## src/rtl/datapath_pkg.sv

```systemverilog
// Shared datapath definitions: ALU and shifter opcodes plus the default datapath width.
// Shifter and ALU stages both import this so their encodings cannot drift apart.
package datapath_pkg;

    localparam int WIDTH = 16;

    typedef enum logic [1:0] {
        ALU_ADD = 2'b00,
        ALU_SUB = 2'b01,
        ALU_AND = 2'b10,
        ALU_NOT = 2'b11
    } alu_op_t;

    typedef enum logic [1:0] {
        SH_PASS = 2'b00,
        SH_LEFT = 2'b01,
        SH_LSR  = 2'b10,
        SH_ASR  = 2'b11
    } shift_t;

endpackage

```

## src/rtl/alu_core.sv

```systemverilog
// Combinational ALU: ADD/SUB/AND/NOT on the A operand and the shifter output.
// The overflow output applies to ADD/SUB only and is forced low for the logic ops.
module alu_core #(
    parameter int WIDTH = datapath_pkg::WIDTH
) (
    input  logic [WIDTH-1:0] ain,
    input  logic [WIDTH-1:0] sout,
    input  logic [1:0]       alu_op,
    output logic [WIDTH-1:0] result,
    output logic             v
);
    import datapath_pkg::*;

    logic a_msb;
    logic b_msb;
    logic r_msb;

    assign a_msb = ain[WIDTH-1];
    assign b_msb = sout[WIDTH-1];
    assign r_msb = result[WIDTH-1];

    always_comb begin
        result = '0;
        v      = 1'b0;
        unique case (alu_op_t'(alu_op))
            ALU_ADD: begin
                result = ain + sout;
                v      = (a_msb == b_msb) && (r_msb != a_msb);
            end
            ALU_SUB: begin
                result = ain - sout;
                v      = (a_msb != b_msb) && (r_msb != a_msb);
            end
            ALU_AND: result = ain & sout;
            ALU_NOT: result = ~sout;
            default: result = '0;
        endcase
    end

endmodule

```

## src/rtl/alu_stage.sv

```systemverilog
// Registered ALU stage: C result register with valid/ready handshake toward writeback,
// plus the Z/N/V status register and a sticky overflow bit used by conditional branches.
module alu_stage #(
    parameter int WIDTH = datapath_pkg::WIDTH
) (
    input  logic             clk,
    input  logic             rst_n,
    input  logic [WIDTH-1:0] ain,
    input  logic [WIDTH-1:0] sout,
    input  logic [1:0]       alu_op,
    input  logic             load_s,
    input  logic             in_valid,
    output logic             in_ready,
    output logic [WIDTH-1:0] c_out,
    output logic             out_valid,
    input  logic             out_ready,
    output logic             z_flag,
    output logic             n_flag,
    output logic             v_flag,
    output logic             v_sticky,
    input  logic             clr_v
);
    import datapath_pkg::*;

    logic [WIDTH-1:0] core_result;
    logic             core_v;
    logic             accept;

    logic [WIDTH-1:0] c_d, c_q;
    logic             out_valid_d, out_valid_q;
    logic             z_d, z_q;
    logic             n_d, n_q;
    logic             v_d, v_q;
    logic             v_sticky_d, v_sticky_q;

    alu_core #(.WIDTH(WIDTH)) u_alu_core (
        .ain    (ain),
        .sout   (sout),
        .alu_op (alu_op),
        .result (core_result),
        .v      (core_v)
    );

    // Ready looks through the output register so a consume and an accept share one edge.
    assign in_ready = !out_valid_q || out_ready;
    assign accept   = in_valid && in_ready;

    always_comb begin
        c_d         = c_q;
        out_valid_d = out_valid_q;
        z_d         = z_q;
        n_d         = n_q;
        v_d         = v_q;
        v_sticky_d  = v_sticky_q & ~clr_v;

        if (accept) begin
            c_d         = core_result;
            out_valid_d = 1'b1;
            if (load_s) begin
                z_d = (core_result == '0);
                n_d = core_result[WIDTH-1];
                v_d = core_v;
                // A setting update beats a same-cycle clear.
                if (core_v) begin
                    v_sticky_d = 1'b1;
                end
            end
        end else if (out_ready) begin
            out_valid_d = 1'b0;
        end
    end

    always_ff @(posedge clk or negedge rst_n) begin
        if (!rst_n) begin
            c_q         <= '0;
            out_valid_q <= 1'b0;
            z_q         <= 1'b1;
            n_q         <= 1'b0;
            v_q         <= 1'b0;
            v_sticky_q  <= 1'b0;
        end else begin
            c_q         <= c_d;
            out_valid_q <= out_valid_d;
            z_q         <= z_d;
            n_q         <= n_d;
            v_q         <= v_d;
            v_sticky_q  <= v_sticky_d;
        end
    end

    assign c_out     = c_q;
    assign out_valid = out_valid_q;
    assign z_flag    = z_q;
    assign n_flag    = n_q;
    assign v_flag    = v_q;
    assign v_sticky  = v_sticky_q;

endmodule

```

## config.mk

```make
export PLATFORM = sky130hd
export DESIGN_NAME = alu_stage
export DESIGN_NICKNAME = d
export VERILOG_FILES = /design/src/rtl/datapath_pkg.sv /design/src/rtl/alu_core.sv /design/src/rtl/alu_stage.sv
export SDC_FILE = /design/constraint.sdc
export NUM_CORES = 1
export LEC_CHECK = 0
export CORE_MARGIN = 10
export CORE_UTILIZATION = 46
export CTS_CLUSTER_DIAMETER = 120
export CTS_CLUSTER_SIZE = 25
export DETAILED_ROUTE_END_ITERATION = 8
export DONT_BUFFER_PORTS = 1
export GPL_TIMING_DRIVEN = 0
export SYNTH_ARGS = -nofsm -noshare
export SYNTH_HDL_FRONTEND = slang
export SYNTH_SLANG_ARGS = --single-unit
```

## constraint.sdc

```tcl
create_clock -name clk -period 2.2 [get_ports clk]
set_input_delay 0.11 -clock clk [delete_from_list [all_inputs] [get_ports clk]]
set_output_delay 0.11 -clock clk [all_outputs]
set_load 0.03 [all_outputs]
```

# Word level (Yosys, flattened, before mapping)
# Index checks and enable logic that the tools add are counted.
# op_classes
eq_ne	6
mux	7
n_reduce_logical	9
n_bitwise	4
n_addsub	2
# ops
operator	count
case mux 16 bit (4 select lines)	1
adder 16 bit	1
bitwise AND 16 bit	1
zero test 16 bit	1
NOT 16 bit	1
subtractor 16 bit	1
2-to-1 mux 1 bit	5
== test 2 bit (second input constant)	2
logical AND 1 bit	3
== test 2 x 1 -> 1 bit (second input constant)	1
zero test 2 bit	1
!= test 1 bit	2
case mux 1 bit (2 select lines)	1
AND reduction 2 bit	1
nonzero test 2 bit	1
bitwise AND 1 bit	1
== test 1 bit	1
zero test 1 bit	1
logical OR 1 bit	1
NOT 1 bit	1
# totals
inputBits	40
wordCells	34
out_inout_bits	22
register_bits	21

# Depth between registers and ports, before layout
# depth
word_depth	8
depth_mapped	15
depth_no_buf	14

# Modules after synthesis
# A second synthesis with hierarchy kept.
# hier_totals
cells_unflattened	272
hier_area_um2	2316.0
# modules_own_cells
module	cells_per_inst	area_each_um2	n_inst	seq_area_each_um2
alu_core	218	1432.6	1	0.0
alu_stage	54	883.3	1	526.8

# Least setup slack after synthesis
# OpenSTA, ideal clock, no wires.
# synth_path
path_kind	in2reg
from	input sout[4]
to	register z_q, in the netlist z_flag
setup_slack_ps	-785
required_time_ps	2120
stages	14
arrival_ps	2905
n_path_buf	0
setup_ps	80
cell_sequence	or4_4 nor3_4 nand2_1 o21ai_0 xor2_1 ha_1 nand3_1 nor3b_1 o31a_1 nor2_1 and3_1 o31a_1 and4b_1 a32o_1
# synth_between
elab_chain_cells	3
word_cells_on_any_way	6
classes_between	2 x add/sub; 1 x mux; 2 x bitwise; 1 x reduce/logical
# synth_lines
item	line	text
start: declaration	alu_stage.sv:9	input logic [WIDTH-1:0] sout,
subtractor 16 bit (tied with other cells)	alu_core.sv:31	result = ain - sout;
case mux 16 bit (4 select lines) *	alu_core.sv:25	unique case (alu_op_t'(alu_op))
zero test 16 bit *	alu_stage.sv:60	z_d = (core_result == '0);
end signal: assignment	alu_stage.sv:84	z_q <= z_d;
end: declaration	alu_stage.sv:31	logic z_d, z_q;
# Every way passes the cells marked *; elsewhere a longest branch is shown, timed or not.
# A chain may end at the register's enable or synchronous reset.

# Final worst setup path
# layout_path
from	input sout[3]
to	register z_q, in the netlist z_flag
# The elaborated chain is that of the path after synthesis.

==> impl_metrics.csv <==
group,metric,value,unit
status,status,"complete, but fails checks",
status,violations,"negative setup slack",
sta,skew,3.48,ps
sta,period_share,126,%
placed_design,io_buffers,0,
synthesis,syn_area,2320,µm²
grt,grt_pass1_wl,11400,µm
final_layout,nets,376,
routing,drtIter0Drc,106,
routing,avgViaCountPerCell,5.79,
synthesis,muxShareOfSynthArea,5.23,%
critical_path,crit_slowest_cell,"or4_4",
routing,drt_pass1_iterations,4,
critical_path,critPathMaxStageDelay,560,ps
synthesis,syn_nets,355,
sta,setup_viol,12,
synthesis,synthSimpleGateAreaFrac,22.7,%
routing,avgRoutedWirePerCell,17.6,µm
clocking,cts_num_sinks,21,
routing,drc,0,
clocking,htree_levels,1,
critical_path,crit_arrival,2960,ps
grt,grt_pass1_vias,2193,
synthesis,synth-async-reset-ratio,100,%
floorplan,fp.dieH,91.0,µm
clocking,root_buffer,"clkbuf_8",
clocking,cts_made_buffers,3,
grt,grt_usage,16.1,%
routing,wl_met3,718,µm
sta,rsz0062_at_grt,"true",
floorplan,io_pins,62,
final_layout,syn_to_final_growth,19.7,%
synthesis,synth-adder-area-share,10.6,%
grt,grt_antenna_before_repair,0,
synthesis,synth-edff-count,0,
final_layout,drive_above_1_share,20.3,%
routing,highest_layer,"met4",
critical_path,critPathLaunchType,"input port",
synthesis,synth_top_family_by_area,"compound AO/OA/AOI/OAI gates",
floorplan,initial_core_util,48.2,%
placed_design,dp_hpwl,5540,µm
critical_path,crit_chain,"or4_4, nor3_4, and3_4, nor2_1, xnor2_1, ha_1, a21o_1, a211oi_2, o21ai_1, o211ai_1, o31a_1, and4b_1, a32o_1",
sta,drv_slew,0,
synthesis,synth_warnings,0,
grt,grt_overflow,0,
floorplan,core,4820,µm²
power_and_ir_drop,peakVddDrop,0.000267,V
final_layout,layout_common_cells,"23 x nand2_1, 20 x dfrtp_1, 19 x nor2_1",
synthesis,synth_xor_area_share,9.06,%
sta,hold_viol,0,
min_path,hold_class,"in2reg",
clocking,clk_pin_slew,70,ps
floorplan,die_w,91.0,µm
synthesis,synthFlopType,"dfrtp_1",
synthesis,synth_compound_area_share,25.8,%
routing,ant_nets,0,
routing,vias,2219,
final_layout,utilization,57.7,%
clocking,clk_latency,260,ps
sta,holdWs,58.4,ps
critical_path,worstPathRequired,2390,ps
clocking,cts_buffer_depth,2,
placed_design,place.gp.congestion,0.942,
critical_path,cp-end-kind,"flip-flop",
sta,setup_slack,-562,ps
grt,grt_max_degree,22,
critical_path,path_class,"in2reg",
synthesis,netlist_instances,296,
synthesis,yosysUniqueCellTypes,55,
power_and_ir_drop,powerDensity,605,nW/µm²
floorplan,die-area,8280,µm²
critical_path,cp_max_fo,6,
synthesis,seq_area_frac_synth,22.7,%
sta,worstMarginPinSlew,896,ps
final_layout,final_area,2780,µm²
critical_path,worst-path-buf-inv,0,
critical_path,cp_top_family,"simple AND/OR/NAND/NOR gates",
synthesis,syn_area_per_cell,7.84,µm²
sta,period_minus_slack,2760,ps
flow_run,drv_cap,0,
routing,wl_met2,2760,µm
sta,max_freq,362,MHz
placed_design,dpl_cell_area,2470,µm²
routing,routed_wl,6740,µm
floorplan,rows,25,
final_layout,antennaDiodeCount,0,
power_and_ir_drop,p_leak,0.00116,µW
clocking,tritoncts,"built",
synthesis,synth_seq_cells,21,
sta,max_slew_margin,40.0,%
routing,drt-met1-wl,3180,µm
final_layout,layout_commonest_cell,"nand2_1",
## metal layers
metal | vias to the layer above | global-route usage (%)
li1 | 1136 | -
met1 | 1012 | 21.5
met2 | 64 | 23.9
met3 | 7 | 6.17
met4 | 0 | 3.79
met5 | - | 0
## final timing paths
| kind | slack, ps | startpoint | end | depth (start not counted) |
|---|---|---|---|---|
| hold / removal | 60 | ain[15] | v_flag | 2 |
| setup reg to reg | -210 | out_valid | z_flag | 8 |
| hold reg to reg | 660 | z_flag | z_flag | 1 |
| setup / recovery | -560 | sout[3] | z_flag | 13 |
| max in group asynchronous | 1230 | rst_n | c_out[14] | 1 |
| min in group asynchronous | 420 | rst_n | c_out[10] | 1 |
## report_power, final
| group | switching [µW] | internal [µW] |
|---|---|---|
| Clock | 116 | 129 |
| Sequential | 218 | 463 |
| Combinational | 398 | 358 |
## sequential cells by signal, indices dropped and copies added (netlist names)
signal     flops
c_out         16
z_flag         1
v_flag         1
v_sticky       1
out_valid      1
n_flag         1
## through the flow
| step | cells | setup WS [ps] | setup TNS [ps] | total power, µW |
|---|---|---|---|---|
| 2_1_floorplan | 296 | -740 | -6200 | 1200 |
| 3_3_place_gp | 363 | -1010 | -10480 | 1330 |
| 3_5_place_dp | 363 | -1000 | -10380 | 1340 |
| 4_1_cts | 382 | -520 | -3910 | 1670 |
| 5_1_grt | 383 | -772 | -7050 | 1810 |
| 6_report | 383 | -562 | -4560 | 1680 |
## cell usage after synthesis (4+ instances only)
library cell / count / area [µm²]
nand3_1: 19 / 95.1
xnor2_1: 14 / 123
a21oi_1: 18 / 90.1
o21ai_1: 15 / 75.1
mux2_1: 4 / 45.0
o211ai_1: 4 / 30.0
inv_1: 13 / 48.8
nand2b_1: 4 / 25.0
dfrtp_1: 20 / 500
or3_1: 4 / 25.0
a211oi_1: 5 / 37.5
nor2_1: 22 / 82.6
nor3_1: 6 / 30.0
and3_1: 5 / 31.3
nand2_1: 24 / 90.1
ha_1: 18 / 225
xor2_1: 10 / 87.6
a31oi_1: 5 / 31.3
o21ai_0: 21 / 105
clkbuf_1: 8 / 30.0
a21o_1: 7 / 52.6
## area by class of cell
| class | count | area [µm²] |
|---|---|---|
| fill | 463 | 2040 |
| multi-input combinational | 251 | 1900 |
| sequential | 21 | 527 |
| timing repair buffer | 16 | 128 |
| tap | 67 | 83.8 |
| inverter | 15 | 56.3 |
| clock buffer | 4 | 45.0 |
| buffer | 9 | 42.5 |
## cells by family after synthesis
logic type | after synthesis
AND/OR/NAND/NOR | 102
AO/OA/AOI/OAI | 96
XOR/XNOR | 24
buffers and inverters | 24
flip-flops | 21
adder cells (fa/ha/maj) | 19
multiplexers | 10
## timing repair
action,4_1_cts,5_1_grt
endpoints found under the hold margin,23,0
resized for setup,19,12
setup buffers,12,1
cloned,0,0
hold buffers,3,0
setup endpoints to repair,13,14
pin swaps,15,5
(Power assumes the default switching activity.)
